### src/rtl/fp_mult_pipe_if.sv
`default_nettype none
// ============================================================================
// Module   : fp_mult_pipe_if
// Brief    : Operand/result handshake bundle for the pipelined FP multiplier.
// Revision : 1.0
// ============================================================================
interface fp_mult_pipe_if #(
    parameter int WIDTH = 32
);
    logic             in_valid;
    logic             in_ready;
    logic [WIDTH-1:0] A;
    logic [WIDTH-1:0] B;
    logic [1:0]       rnd;
    logic             out_valid;
    logic             out_ready;
    logic [WIDTH-1:0] result;
    logic [3:0]       flags;

    modport master (
        output in_valid, A, B, rnd, out_ready,
        input  in_ready, out_valid, result, flags
    );

    modport slave (
        input  in_valid, A, B, rnd, out_ready,
        output in_ready, out_valid, result, flags
    );
endinterface
`default_nettype wire

### src/rtl/fp_mult_pipe.sv
`default_nettype none
// ============================================================================
// Module   : fp_mult_pipe
// Brief    : 3-stage IEEE-754 multiplier (unpack / multiply / round+pack).
// Revision : 1.0
// ============================================================================
module fp_mult_pipe #(
    parameter int EXP_WIDTH = 8,
    parameter int SIG_WIDTH = 23,
    parameter int WIDTH     = 1 + EXP_WIDTH + SIG_WIDTH,
    parameter int BIAS      = 2**(EXP_WIDTH-1) - 1
) (
    input  wire logic     clk,
    input  wire logic     rst,
    fp_mult_pipe_if.slave bus
);
    localparam int c_PW  = 2*SIG_WIDTH + 2;
    localparam int c_EW2 = EXP_WIDTH + 2;
    localparam logic [EXP_WIDTH-1:0]        c_EXP_ONES = '1;
    localparam logic signed [c_EW2-1:0]     c_BIAS_S   = c_EW2'(BIAS);
    localparam logic signed [c_EW2-1:0]     c_EMAX     = c_EW2'((2**EXP_WIDTH) - 1);
    localparam logic signed [c_EW2-1:0]     c_ONE      = c_EW2'(1);
    localparam logic signed [c_EW2-1:0]     c_ZERO     = '0;
    localparam logic [WIDTH-1:0]            c_QNAN     = {1'b0, {EXP_WIDTH{1'b1}}, 1'b1, {(SIG_WIDTH-1){1'b0}}};
    localparam logic [WIDTH-2:0]            c_INF_MAG  = {{EXP_WIDTH{1'b1}}, {SIG_WIDTH{1'b0}}};
    localparam logic [WIDTH-2:0]            c_MAX_MAG  = {{(EXP_WIDTH-1){1'b1}}, 1'b0, {SIG_WIDTH{1'b1}}};

    logic w_adv;

    // ---------------- S1: unpack / classify ----------------
    logic [EXP_WIDTH-1:0] w_ea, w_eb;
    logic [SIG_WIDTH-1:0] w_fa, w_fb;
    logic                 w_sign, w_zero_a, w_zero_b, w_inf_a, w_inf_b, w_nan_a, w_nan_b, w_invalid;
    logic signed [c_EW2-1:0] w_e;
    logic                 w_spec;
    logic [WIDTH-1:0]     w_spec_res;
    logic [3:0]           w_spec_flags;

    assign w_sign   = bus.A[WIDTH-1] ^ bus.B[WIDTH-1];
    assign w_ea     = bus.A[WIDTH-2 -: EXP_WIDTH];
    assign w_eb     = bus.B[WIDTH-2 -: EXP_WIDTH];
    assign w_fa     = bus.A[SIG_WIDTH-1:0];
    assign w_fb     = bus.B[SIG_WIDTH-1:0];
    // A zero exponent field covers both true zeros and flushed subnormals.
    assign w_zero_a = (w_ea == '0);
    assign w_zero_b = (w_eb == '0);
    assign w_inf_a  = (w_ea == c_EXP_ONES) && (w_fa == '0);
    assign w_inf_b  = (w_eb == c_EXP_ONES) && (w_fb == '0);
    assign w_nan_a  = (w_ea == c_EXP_ONES) && (w_fa != '0);
    assign w_nan_b  = (w_eb == c_EXP_ONES) && (w_fb != '0);
    assign w_invalid = (w_inf_a && w_zero_b) || (w_zero_a && w_inf_b);
    assign w_e = $signed({2'b00, w_ea}) + $signed({2'b00, w_eb}) - c_BIAS_S;

    always_comb begin
        w_spec       = 1'b0;
        w_spec_res   = '0;
        w_spec_flags = '0;
        if (w_nan_a || w_nan_b || w_invalid) begin
            w_spec       = 1'b1;
            w_spec_res   = c_QNAN;
            w_spec_flags = {w_invalid, 3'b000};
        end else if (w_inf_a || w_inf_b) begin
            w_spec     = 1'b1;
            w_spec_res = {w_sign, c_INF_MAG};
        end else if (w_zero_a || w_zero_b) begin
            w_spec     = 1'b1;
            w_spec_res = {w_sign, {(WIDTH-1){1'b0}}};
        end
    end

    logic                    r_v1, r_sign1, r_spec1;
    logic signed [c_EW2-1:0] r_e1;
    logic [SIG_WIDTH-1:0]    r_fa1, r_fb1;
    logic [1:0]              r_rnd1;
    logic [WIDTH-1:0]        r_spec_res1;
    logic [3:0]              r_spec_flags1;

    // ---------------- S2: significand product ----------------
    logic                    r_v2, r_sign2, r_spec2;
    logic signed [c_EW2-1:0] r_e2;
    logic [c_PW-1:0]         r_p2;
    logic [1:0]              r_rnd2;
    logic [WIDTH-1:0]        r_spec_res2;
    logic [3:0]              r_spec_flags2;

    // ---------------- S3: normalise / round / pack ----------------
    logic                    w_msb, w_g, w_s, w_inc, w_carry, w_to_inf;
    logic [c_PW-2:0]         w_pn;
    logic [SIG_WIDTH-1:0]    w_frac, w_frac_r;
    logic [SIG_WIDTH+1:0]    w_mant;
    logic signed [c_EW2-1:0] w_en, w_ef;
    logic [WIDTH-1:0]        w_res;
    logic [3:0]              w_flg;

    assign w_msb  = r_p2[c_PW-1];
    // Hidden bit is dropped; after this the leading one sits just above w_frac.
    assign w_pn   = w_msb ? r_p2[c_PW-2:0] : {r_p2[c_PW-3:0], 1'b0};
    assign w_frac = w_pn[c_PW-2 -: SIG_WIDTH];
    assign w_g    = w_pn[SIG_WIDTH];
    assign w_s    = |w_pn[SIG_WIDTH-1:0];
    assign w_en   = w_msb ? (r_e2 + c_ONE) : r_e2;

    always_comb begin
        w_inc = 1'b0;
        case (r_rnd2)
            2'b00:   w_inc = w_g & (w_s | w_frac[0]);
            2'b01:   w_inc = 1'b0;
            2'b10:   w_inc = ~r_sign2 & (w_g | w_s);
            default: w_inc = r_sign2 & (w_g | w_s);
        endcase
    end

    assign w_mant   = {2'b01, w_frac} + (SIG_WIDTH+2)'(w_inc);
    assign w_carry  = w_mant[SIG_WIDTH+1];
    assign w_frac_r = w_carry ? w_mant[SIG_WIDTH:1] : w_mant[SIG_WIDTH-1:0];
    assign w_ef     = w_carry ? (w_en + c_ONE) : w_en;
    assign w_to_inf = (r_rnd2 == 2'b00) || ((r_rnd2 == 2'b10) && !r_sign2) ||
                      ((r_rnd2 == 2'b11) && r_sign2);

    always_comb begin
        w_res = '0;
        w_flg = '0;
        if (r_spec2) begin
            w_res = r_spec_res2;
            w_flg = r_spec_flags2;
        end else if (w_ef >= c_EMAX) begin
            w_res = {r_sign2, (w_to_inf ? c_INF_MAG : c_MAX_MAG)};
            w_flg = 4'b0101;
        end else if (w_ef <= c_ZERO) begin
            w_res = {r_sign2, {(WIDTH-1){1'b0}}};
            w_flg = 4'b0011;
        end else begin
            w_res = {r_sign2, w_ef[EXP_WIDTH-1:0], w_frac_r};
            w_flg = {3'b000, w_g | w_s};
        end
    end

    // ---------------- pipeline registers ----------------
    logic             r_out_valid;
    logic [WIDTH-1:0] r_result;
    logic [3:0]       r_flags;

    assign w_adv         = !r_out_valid || bus.out_ready;
    assign bus.in_ready  = w_adv;
    assign bus.out_valid = r_out_valid;
    assign bus.result    = r_result;
    assign bus.flags     = r_flags;

    always_ff @(posedge clk or negedge rst) begin
        if (!rst) begin
            r_v1          <= 1'b0;
            r_sign1       <= 1'b0;
            r_spec1       <= 1'b0;
            r_e1          <= '0;
            r_fa1         <= '0;
            r_fb1         <= '0;
            r_rnd1        <= '0;
            r_spec_res1   <= '0;
            r_spec_flags1 <= '0;
            r_v2          <= 1'b0;
            r_sign2       <= 1'b0;
            r_spec2       <= 1'b0;
            r_e2          <= '0;
            r_p2          <= '0;
            r_rnd2        <= '0;
            r_spec_res2   <= '0;
            r_spec_flags2 <= '0;
            r_out_valid   <= 1'b0;
            r_result      <= '0;
            r_flags       <= '0;
        end else if (w_adv) begin
            r_v1          <= bus.in_valid;
            r_sign1       <= w_sign;
            r_spec1       <= w_spec;
            r_e1          <= w_e;
            r_fa1         <= w_fa;
            r_fb1         <= w_fb;
            r_rnd1        <= bus.rnd;
            r_spec_res1   <= w_spec_res;
            r_spec_flags1 <= w_spec_flags;

            r_v2          <= r_v1;
            r_sign2       <= r_sign1;
            r_spec2       <= r_spec1;
            r_e2          <= r_e1;
            r_p2          <= c_PW'({1'b1, r_fa1}) * c_PW'({1'b1, r_fb1});
            r_rnd2        <= r_rnd1;
            r_spec_res2   <= r_spec_res1;
            r_spec_flags2 <= r_spec_flags1;

            // Bubbles leave the visible result/flags untouched.
            r_out_valid   <= r_v2;
            if (r_v2) begin
                r_result <= w_res;
                r_flags  <= w_flg;
            end
        end
    end
endmodule
`default_nettype wire

### src/flat_wrapper.sv
// flat-port wrapper written by rule: the top's interface ports become plain ports
module fp_mult_pipe_flat 
#(
    parameter int EXP_WIDTH = 8,
    parameter int SIG_WIDTH = 23,
    parameter int WIDTH     = 1 + EXP_WIDTH + SIG_WIDTH,
    parameter int BIAS      = 2**(EXP_WIDTH-1) - 1
)
  (clk, rst, bus_in_valid, bus_A, bus_B, bus_rnd, bus_out_ready, bus_in_ready, bus_out_valid, bus_result, bus_flags);
  fp_mult_pipe_if #(.WIDTH(WIDTH)) bus_i ();
  input  wire logic clk;
  input  wire logic rst;
  input wire logic [$bits(bus_i.in_valid)-1:0] bus_in_valid;
  input wire logic [$bits(bus_i.A)-1:0] bus_A;
  input wire logic [$bits(bus_i.B)-1:0] bus_B;
  input wire logic [$bits(bus_i.rnd)-1:0] bus_rnd;
  input wire logic [$bits(bus_i.out_ready)-1:0] bus_out_ready;
  output wire logic [$bits(bus_i.in_ready)-1:0] bus_in_ready;
  output wire logic [$bits(bus_i.out_valid)-1:0] bus_out_valid;
  output wire logic [$bits(bus_i.result)-1:0] bus_result;
  output wire logic [$bits(bus_i.flags)-1:0] bus_flags;
  assign bus_i.in_valid = bus_in_valid;
  assign bus_i.A = bus_A;
  assign bus_i.B = bus_B;
  assign bus_i.rnd = bus_rnd;
  assign bus_i.out_ready = bus_out_ready;
  assign bus_in_ready = bus_i.in_ready;
  assign bus_out_valid = bus_i.out_valid;
  assign bus_result = bus_i.result;
  assign bus_flags = bus_i.flags;
  fp_mult_pipe #(.EXP_WIDTH(EXP_WIDTH), .SIG_WIDTH(SIG_WIDTH), .WIDTH(WIDTH), .BIAS(BIAS)) u_core (.clk(clk), .rst(rst), .bus(bus_i));
endmodule
### config.mk
export PLATFORM = sky130hd
export DESIGN_NAME = fp_mult_pipe_flat
export DESIGN_NICKNAME = d
export VERILOG_FILES = /design/src/rtl/fp_mult_pipe_if.sv /design/src/rtl/fp_mult_pipe.sv /design/src/flat_wrapper.sv
export SDC_FILE = /design/constraint.sdc
export NUM_CORES = 2
export LEC_CHECK = 0
export ABC_AREA = 1
export CORE_UTILIZATION = 41
export DETAILED_ROUTE_END_ITERATION = 6
export DONT_BUFFER_PORTS = 1
export PLACE_DENSITY = 0.53
export SYNTH_ARGS = -nofsm -noshare
export SYNTH_HDL_FRONTEND = slang
export SYNTH_SLANG_ARGS = --single-unit
### constraint.sdc
create_clock -name clk -period 12.3 [get_ports clk]
set_input_delay 3.075 -clock clk [delete_from_list [all_inputs] [get_ports clk]]
set_output_delay 3.075 -clock clk [all_outputs]
set_load 0.005 [all_outputs]
==> metrics.txt <==
status finished clean; # DRC 0; synthesized area 29000 sq um; commonest non-fill, non-tap cell in the layout nand2_1; crit share post-route between 60% and 70%; GPL Wtd Cong about 0.9; number of enable flip-flop cells after synthesis 0; chip width roughly 270 um; Initial Util between 40% and 50%; Min Hold Slack between 0.4 and 0.5 ns; Die Ht about 270 um; Critical Path Start Type flop; CTS Buf Count 17; Routed WL per cell ~18 um; Mean Syn Cell Area between 7 and 8 sq um; async set-or-reset flop fraction in the synthesized netlist 100%; vias about 23000; area growth from synthesis to layout 5.02%; die area 71800 sq um; flops & latches, synth 169; CP max stage cell dfrtp_1; DRT antenna net count 0; Hold-fix buffers, CTS 0; critical path arrival between 8 and 9 ns; first-pass GRT wire length between 100 and 150 mm; complex-gate fraction of the synthesized area 6.12%; endpoints failing setup 0; clock-pin transition on the worst setup and hold timing paths approximately 0.08 ns; Core Region 70000 sq um; Final Hold Violating Endpoints 0; CP max stage delay approximately 1.2 ns; Remaining Overflow, GRT 0; Req. time, crit path 12.64 ns; HP Class flop to flop; Crit. End Element flop; Via-to-Cell Ratio about 5; cell count after synthesis 3812; Max Fanout on Critical Path 25; vias in the first global route between 20000 and 25000; f_max between 100 and 150 MHz; largest family of logic cells by synthesized area adder cells; Slew HR between 15 and 20%; IO Pins between 100 and 150; CTS Sinks about 170; worst slew pin tran ~1.3 ns; Total Wirelength about 84 mm; CTS tree yes; most frequent cells in the layout 1058 x nand2_1, 1017 x inv_1, 483 x fa_1; RSZ-0062 raised after global routing false; Buffers on Ports 0; max cap viols 0; CTS Buffer Depth 2; Clock Skew roughly 0.026 ns; largest net degree at the start of global routing 170; Period minus WS final 7.68 ns; # fillers 7356; top_reg_cell synth dfrtp_1; post-synthesis simple-gate area fraction approximately a fifth; antenna cells 0; number of synthesis warnings 0; GRT Total Usage 24.9%; post-synth cell types 58; DRT iter0 DRCs around 1400; Root Driver clkbuf_16; syn_nets around 4600; layout cell share with drive strength beyond 1 roughly 5%; drt pass-1 iters 5; Crit Path Class flop to flop; Layout Nets between 4000 and 5000; Clock Latency Late Sink 0.51 ns; setup TNS 0 ns; H-tree levels 4; Seq/Total Area, Yosys 14.6%; max-slew violation count 0; initial antenna violation count 0; multiplexer share of the synthesized area less than 1%; hpwl dp between 60 and 70 mm; post-synthesis xor/xnor area fraction approximately 1.2%; post-cts repair resize count 0; # Post-CTS Setup Buffers 0; row count 97; Post-Synth Adder-Cell Area between 40% and 50%
[per-stage QoR]
step           utilization, %  cell area, sq um  cells  worst slack (ns)
6_report                 43.5             30400   4682              4.62
5_1_grt                  43.5             30400   4682              4.19
4_1_cts                  43.5             30400   4682              4.66
3_5_place_dp             42.6             29800   4650              4.71
3_3_place_gp             42.6             29800   4650              4.69
2_1_floorplan               -             29000   3812              5.25
[path summary, 6_finish.rpt]
kind | from | endpoint | slack (ns) | cells after the start
max in group asynchronous | rst | u_core.r_fb1[4]$_DFFE_PN0N_ | 9.52 | 0
min in group asynchronous | rst | u_core.r_p2[2]$_DFFE_PN0N_ | 2.29 | 0
worst min-delay path | u_core.r_spec_flags1[3]$_DFFE_PN0N_ | u_core.r_spec_flags2[3]$_DFFE_PN0N_ | 0.47 | 2
worst max-delay path | u_core.r_fb1[9]$_DFFE_PN0N_ | u_core.r_p2[34]$_DFFE_PN0N_ | 4.62 | 25
worst max register to register | u_core.r_fb1[9]$_DFFE_PN0N_ | u_core.r_p2[34]$_DFFE_PN0N_ | 4.62 | 25
worst min register to register | u_core.r_spec_flags1[3]$_DFFE_PN0N_ | u_core.r_spec_flags2[3]$_DFFE_PN0N_ | 0.47 | 2
[layer usage]
metal	vias up	global-route usage, %	share of wire [%]	wire [um]
li1	11000	-	-	-
met1	11200	34.6	46	38900
met3	96	3.63	5.1	4280
met2	570	40.2	46	38500
met4	0	7.12	2.4	2040
met5	-	0	0	0
[worst max-delay path: cells and delay by family, from the launching register on]
family | cells | cell delay, ns
compound gates | 7 | 1.35
fa+ha+maj | 8 | 3.98
buf+inv | 7 | 0.43
flops | 1 | 1.15
simple gates | 3 | 0.57
[final cells by class]
class                           instances  area [sq um]  share of cell area (%)
Timing Repair Buffer                   43           323                    1.06
Clock buffer                           19           443                    1.46
Multi-Input combinational cell       2472         20300                    66.5
Clock inverter                         13           155                   0.510
Sequential cell                       169          4230                    13.9
Tap cell                              940          1180                    3.86
Inverter                             1026          3860                    12.7
[kinds of logic (layout without fill, tap and decap cells)]
kind of cell               count (synthesis)  after routing
buffers and inverters                   1171           1101
muxes                                      1              1
xor gates and xnor gates                  39             39
adders and majority gates                670            670
DFF                                      169            169
and+or+nand+nor                         1454           1454
AOI/OAI and AO/OA                        308            308
[cells in the mapped netlist (3+ instances only)]
master,count,share of area [%]
nand2_4,6,0.23
nand3_1,90,1.6
o21ai_0,140,2.4
a31oi_1,11,0.24
dfrtp_1,169,15
nor2_2,9,0.19
a21boi_0,3,0.078
clkbuf_1,121,1.6
o31ai_1,4,0.10
nand4_1,32,0.69
nand3_2,12,0.41
o21bai_1,6,0.16
o21ai_2,17,0.51
inv_2,7,0.091
nand2_2,22,0.47
xnor2_1,13,0.39
inv_1,1017,13
buf_1,7,0.091
buf_6,10,0.39
nor2_4,6,0.23
o21a_1,6,0.16
nor4_1,19,0.41
o211ai_1,8,0.21
nand2_1,1058,14
a21oi_1,80,1.4
fa_1,483,33
xor2_1,26,0.79
o221ai_1,3,0.091
nand3b_1,3,0.078
or2_2,23,0.50
o21ai_1,12,0.21
o22ai_1,3,0.065
nor3_1,24,0.41
ha_1,187,8.1
a21o_1,3,0.078
buf_4,3,0.078
nor2_1,139,1.8
[state kept, by name, indices dropped and copies added, names as in the netlist, 3 cells and up]
| name | flops |
|---|---|
| u_core.r_fb1 | 23 |
| u_core.r_p2 | 48 |
| u_core.r_fa1 | 23 |
| u_core.r_spec_res1 | 3 |
| u_core.r_spec_res2 | 3 |
| u_core.r_e1 | 10 |
| u_core.bus.flags | 4 |
| u_core.bus.result | 32 |
| u_core.r_e2 | 10 |
Power is left out: the tool's default activity adds up to more than one toggle a clock period on the data nets, which glitch-free logic cannot reach.
